[src/rtl/badminton_rally_ctrl.sv]
// Rally sequencer: serve/flight/point/game-over decisions once per frame tick.
// Ports: Clk, Reset, frame_clk, hit_l/hit_r keys, player boxes p1/p2, shuttle
//   position in; ball_hold, ball_launch, ball_vx/vy, server, scores,
//   game_over, state_dbg out.
module badminton_rally_ctrl #(
    parameter int          SCORE_MAX   = 21,
    parameter int          NET_X       = 320,
    parameter int          FLOOR_Y     = 440,
    parameter int          X_LIMIT     = 639,
    parameter int          HOLD_FRAMES = 60,
    parameter int          HIT_VX      = 4,
    parameter logic [9:0]  HIT_VY      = 10'h3FA
) (
    input  logic       Clk,
    input  logic       Reset,
    input  logic       frame_clk,
    input  logic       hit_l,
    input  logic       hit_r,
    input  logic [9:0] p1_x,
    input  logic [9:0] p1_y,
    input  logic [9:0] p2_x,
    input  logic [9:0] p2_y,
    input  logic [9:0] ball_x,
    input  logic [9:0] ball_y,
    output logic       ball_hold,
    output logic       ball_launch,
    output logic [9:0] ball_vx,
    output logic [9:0] ball_vy,
    output logic       server,
    output logic [4:0] score_l,
    output logic [4:0] score_r,
    output logic       game_over,
    output logic [2:0] state_dbg
);

    typedef enum logic [2:0] {
        SERVE     = 3'd0,
        FLIGHT    = 3'd1,
        POINT     = 3'd2,
        GAME_OVER = 3'd3
    } state_t;

    localparam logic [9:0] VX_L      = 10'(HIT_VX);
    localparam logic [9:0] VX_R      = ~VX_L + 10'd1;
    localparam logic [4:0] SMAX      = 5'(SCORE_MAX);
    localparam logic [7:0] HOLD_LAST = 8'(HOLD_FRAMES - 1);
    localparam logic [9:0] NET       = 10'(NET_X);
    localparam logic [9:0] FLOOR     = 10'(FLOOR_Y);
    localparam logic [9:0] XLIM      = 10'(X_LIMIT);

    state_t     state;
    logic       last_hitter;
    logic       winner;
    logic [7:0] cnt;
    logic       fs1, fs2, fs3;
    logic       tick;

    // Two sync flops plus one delay flop; tick marks a sampled rising edge.
    always_ff @(posedge Clk or posedge Reset) begin
        if (Reset) begin
            fs1 <= 1'b0;
            fs2 <= 1'b0;
            fs3 <= 1'b0;
        end else begin
            fs1 <= frame_clk;
            fs2 <= fs1;
            fs3 <= fs2;
        end
    end

    assign tick = fs2 & ~fs3;

    // Zero-extended to 11 bits so box edges near 1023 cannot wrap.
    logic [10:0] bx, by;
    logic        in_l, in_r;
    assign bx = {1'b0, ball_x};
    assign by = {1'b0, ball_y};
    assign in_l = ({1'b0, p1_x} <= bx) && (bx <= {1'b0, p1_x} + 11'd40)
               && ({1'b0, p1_y} <= by) && (by <= {1'b0, p1_y} + 11'd80);
    assign in_r = ({1'b0, p2_x} <= bx) && (bx <= {1'b0, p2_x} + 11'd40)
               && ({1'b0, p2_y} <= by) && (by <= {1'b0, p2_y} + 11'd80);

    logic land, out_b, fwin, hit_ok_l, hit_ok_r, srv_key;
    logic [4:0] win_score;
    assign land     = ball_y >= FLOOR;
    assign out_b    = (ball_x == 10'd0) || (ball_x >= XLIM);
    // Landing on the left half scores for the right player.
    assign fwin     = land ? (ball_x < NET) : ~last_hitter;
    assign hit_ok_l = last_hitter && hit_l && in_l;
    assign hit_ok_r = !last_hitter && hit_r && in_r;
    assign srv_key  = server ? hit_r : hit_l;
    assign win_score = winner ? score_r : score_l;

    always_ff @(posedge Clk or posedge Reset) begin
        if (Reset) begin
            state       <= SERVE;
            server      <= 1'b0;
            last_hitter <= 1'b1;
            winner      <= 1'b0;
            cnt         <= '0;
            score_l     <= '0;
            score_r     <= '0;
            ball_hold   <= 1'b1;
            ball_launch <= 1'b0;
            ball_vx     <= '0;
            ball_vy     <= '0;
            game_over   <= 1'b0;
        end else begin
            ball_launch <= 1'b0;
            case (state)
                SERVE: begin
                    if (tick && srv_key) begin
                        ball_launch <= 1'b1;
                        ball_vx     <= server ? VX_R : VX_L;
                        ball_vy     <= HIT_VY;
                        last_hitter <= server;
                        ball_hold   <= 1'b0;
                        state       <= FLIGHT;
                    end
                end
                FLIGHT: begin
                    if (tick) begin
                        if (land || out_b) begin
                            winner    <= fwin;
                            server    <= fwin;
                            cnt       <= '0;
                            ball_hold <= 1'b1;
                            state     <= POINT;
                            if (fwin) begin
                                if (score_r < SMAX) score_r <= score_r + 5'd1;
                            end else begin
                                if (score_l < SMAX) score_l <= score_l + 5'd1;
                            end
                        end else if (hit_ok_l || hit_ok_r) begin
                            ball_launch <= 1'b1;
                            ball_vx     <= hit_ok_r ? VX_R : VX_L;
                            ball_vy     <= HIT_VY;
                            last_hitter <= hit_ok_r;
                        end
                    end
                end
                POINT: begin
                    if (tick) begin
                        if (cnt == HOLD_LAST) begin
                            if (win_score == SMAX) begin
                                game_over <= 1'b1;
                                state     <= GAME_OVER;
                            end else begin
                                state <= SERVE;
                            end
                        end else begin
                            cnt <= cnt + 8'd1;
                        end
                    end
                end
                GAME_OVER: begin
                    if (tick && (hit_l || hit_r)) begin
                        score_l     <= '0;
                        score_r     <= '0;
                        server      <= 1'b0;
                        last_hitter <= 1'b1;
                        game_over   <= 1'b0;
                        state       <= SERVE;
                    end
                end
                default: begin
                    ball_hold <= 1'b1;
                    game_over <= 1'b0;
                    state     <= SERVE;
                end
            endcase
        end
    end

    assign state_dbg = state;

endmodule
[config.mk]
export PLATFORM = sky130hd
export DESIGN_NAME = badminton_rally_ctrl
export DESIGN_NICKNAME = d
export VERILOG_FILES = /design/src/rtl/badminton_rally_ctrl.sv
export SDC_FILE = /design/constraint.sdc
export NUM_CORES = 1
export LEC_CHECK = 0
export ABC_CLOCK_PERIOD_IN_PS = 2800
export CORE_UTILIZATION = 51
export DETAILED_ROUTE_END_ITERATION = 7
export PLACE_DENSITY_LB_ADDON = 0.08
export SYNTH_ARGS = -nofsm -noshare
export SYNTH_HDL_FRONTEND = slang
export SYNTH_SLANG_ARGS = --single-unit
[constraint.sdc]
create_clock -name Clk -period 2.8 [get_ports Clk]
set_clock_uncertainty 0.1 [all_clocks]
set_input_delay 0.42 -clock Clk [delete_from_list [all_inputs] [get_ports Clk]]
set_output_delay 0.42 -clock Clk [all_outputs]
set_load 0.005 [all_outputs]
==> results.toml <==
[sta]
finalHoldViolations = 0
timing.fmax_ghz = 0.364
setup_tns_ns = 0
relSlewSlack_pct = 57.3
min_period_ns = 2.75
worstMarginPinSlew_ns = 0.637
holdWs_ns = 0.262
fin_crit_sh_pct = 98.1
setup_viol_count_final = 0
slew_violations = 0

[clocking]
cts_sinks = 31
clk_latency_ns = 0.28
cts_buffers = 5
clk_pin_slew_ns = 0.06
htreeDepth = 2
clock_path_buffers = 2
cts_tree = "built"
clockRootBuffer = "clkbuf_8"

[finish]
drive_gt1_share_pct = 25.6
fillers = 528
finalNetCount = 824
synthToLayoutAreaGrowth_pct = 50.2
diodes = 0
instances_no_fill = 775

[floorplanning]
num_io_pins = 102
core_mm2 = 0.00769
die_x_um = 90.9
die_h_um = 90.9
dieArea_mm2 = 0.00827
start_util_pct = 52.5
rows = 32

[grt]
use_met2_pct = 50.4
grt_pass1_wl_mm = 19.3
grt_use_met1_pct = 36.8
antenna_found_initial = 0
busiest_layer = "met2"
overflow = 0
track_usage_pct = 28.8
first_global_vias = 4249
grt_max_degree = 32
grt.met3_usage_pct = 4.69

[detailed_routing]
wire_per_inst_um = 15.6
finalWirelength_mm = 12.1
first_iter_violations = 228
drcViolationCount = 0
firstDrtPassIters = 5
vias_per_cell = 5.61
via_count = 4346
ant_nets = 0

[critical_path]
cp_num_buf_inv = 1
rrSetupSlack_ns = 0.56
r2r_start = "fs3"
path_delay_family = "compound AO/OA/AOI/OAI gates"
reg2reg_depth = 7
crit_fanout = 3
startpoint_type = "input pin"
crit_chain = "clkdlybuf4s50_1 -> ha_1 -> nand4_1 -> a211oi_1 -> a2111o_1 -> a222oi_1 -> a32oi_2 -> o21ai_2 -> a2bb2oi_1"
slowest_stage = "clkdlybuf4s50_1"
critPathLaunch = "p2_x[9]"
worstSetupPathType = "in2reg"
slowest_delay_ns = 0.49
cp.arrival_ns = 2.85
required_ns = 2.90
worstReg2RegEnd = "game_over"
cp-end-kind = "flop"

[power]
p_sw_mw = 1.03
intPower_mw = 1.60
p_comb_share_pct = 57.7
powerDensity_mw_per_mm2 = 433
clockPowerShare_pct = 12.7
seq_power_share_pct = 29.6
peakVddDrop_mv = 0.472
swShare_pct = 39.2
p_leak_nw = 3.02

[yosys]
synthFlopType = "dfrtp_1"
syn_area_mm2 = 0.00403
async_reset_ff_share_pct = 100
avgSynthCellArea_um2 = 8.35
yosys_warnings = 0
synth_edf_count = 0
synth_cell_types = 63
yosysTopAreaCellShare_pct = 27.0
synth_top_area_cell = "ha_1"
synth_top_cells_by_area = "ha_1, dfrtp_1, inv_1"
seq_area_frac_synth_pct = 19.3
ys_ff_latch = 31
netlist_instances = 483

[worst_hold_path]
hold_path_depth = 0
holdPathEnd = "fs2"
min-delay-start = "fs1"
hold_class = "reg2reg"

[placement]
port_buffers = 96
dp_cells = 762
dp_hpwl_mm = 9.66
gp_congestion = 0.961

[run]
cap_violations = 0

[status]
status = "finished, final reports clean"
worst reg2reg max path, delay by kind of cell (launching register included):
family	cells	cell delay, ns
simple gates	3	1.23
compound gates	3	0.39
buf+inv	1	0.09
flops	1	0.38
layout by cell type, fill, tap and decap left out, types with 4 or more instances in the layout:
cell,netlist,routed
clkbuf_2,0,4
o21ai_1,1,4
dlygate4sd2_1,0,12
dlymetal6s2s_1,0,9
a21oi_1,34,24
nor2b_1,4,4
o211ai_1,4,4
o21ai_0,22,15
nand3b_1,4,4
conb_1,1,5
nand2_1,29,29
nand3_1,14,12
nor2_1,38,36
dfrtp_1,29,29
nor4_1,5,5
clkdlybuf4s50_1,0,67
nor3_1,11,9
o21ai_2,0,4
a21oi_2,0,8
nand4_1,14,14
inv_1,50,49
nand2b_1,7,7
clkbuf_8,0,5
xor2_1,16,15
ha_1,87,81
buf_4,19,104
o21a_1,5,5
a211oi_1,6,5
a21o_1,8,8
xnor2_1,11,10
mux2_2,4,4
timing repair:
action | 4_1_cts | 5_1_grt
buffers inserted | 2 | 3
pin swaps | 24 | 30
endpoints found under the setup margin | 4 | 15
resized for setup | 50 | 49
hold buffers | 0 | 0
power by group through the flow:
stage | Sequential (mW) | Clock (mW) | Combinational, mW
after floorplan | 0.749 | 0 | 0.742
after global placement | 0.766 | 0 | 1.35
after detailed placement | 0.775 | 0 | 1.41
after CTS | 0.772 | 0.339 | 1.43
after global routing | 0.806 | 0.358 | 1.65
final | 0.777 | 0.334 | 1.51
state kept, by name, indices dropped and copies added, names as in the netlist:
name / count
state_dbg: 2
game_over: 1
ball_launch: 1
score_l: 5
ball_hold: 1
last_hitter: 1
fs1: 1
ball_vx: 1
score_r: 5
fs3: 1
fs2: 1
winner: 1
cnt: 8
server: 1
ball_vy: 1
per-stage QoR:
step	instance area, um^2	worst slack (ns)	total power [mW]	utilization, %
final	6060	0.0522	2.62	78.8
after global routing	6060	-0.0939	2.81	78.8
after CTS	5870	-0.00282	2.54	76.4
after detailed placement	5720	-0.726	2.18	74.4
after global placement	5720	-0.612	2.12	74.4
after floorplan	4050	0.0404	1.49	-
kinds of logic after synthesis:
logic type	count (synthesis)	synth area share, %
buf+inv	72	8.68
simple gates	143	18.0
compound gates	117	19.7
xor+xnor	27	5.86
mux	5	1.36
other cells	1	0.0930
flops	31	19.3
fa+ha+maj	87	27.0
layer usage:
layer,share of wire (%),up-vias
met5,0,-
met3,6.6,36
met4,2.3,0
li1,-,2102
met1,42,2018
met2,49,190
synthesized netlist by cell type, types with 3 or more instances:
master,number
a21oi_1,34
inv_1,50
nand2b_1,7
xor2_1,16
ha_1,87
mux2_2,4
or2_2,3
a31oi_1,3
xnor2_1,11
nand2_1,29
o21a_1,5
nor2_1,38
nor2b_1,4
buf_4,19
o21ba_2,3
nor3_1,11
nor4_1,5
dfrtp_1,29
o21ai_0,22
o211ai_1,4
nand4_1,14
a21o_1,8
nand3_1,14
a2111o_1,3
nand3b_1,4
o2111ai_1,5
a211oi_1,6
how the worst max path moves through the flow:
stage                 end  cells after the start  slack (ns)
6_report       ball_vx[8]                      9        0.05
5_1_grt        ball_vx[8]                     13       -0.09
4_1_cts        ball_vy[8]                     11      -0.003
3_5_place_dp   ball_vy[8]                     12       -0.73
3_3_place_gp   ball_vy[8]                     12       -0.61
2_1_floorplan  ball_vy[8]                     11        0.04
cell type report:
cell class                      count  area [um^2]  area share [%]
Clock buffer                        8         80.1            1.32
Sequential cell                    31          778            12.8
Multi-Input combinational cell    384         3160            52.2
Inverter                           50          188            3.10
Tap cell                          102          128            2.11
Timing Repair Buffer              200         1720            28.4
Power figures use the tool's default switching activity.
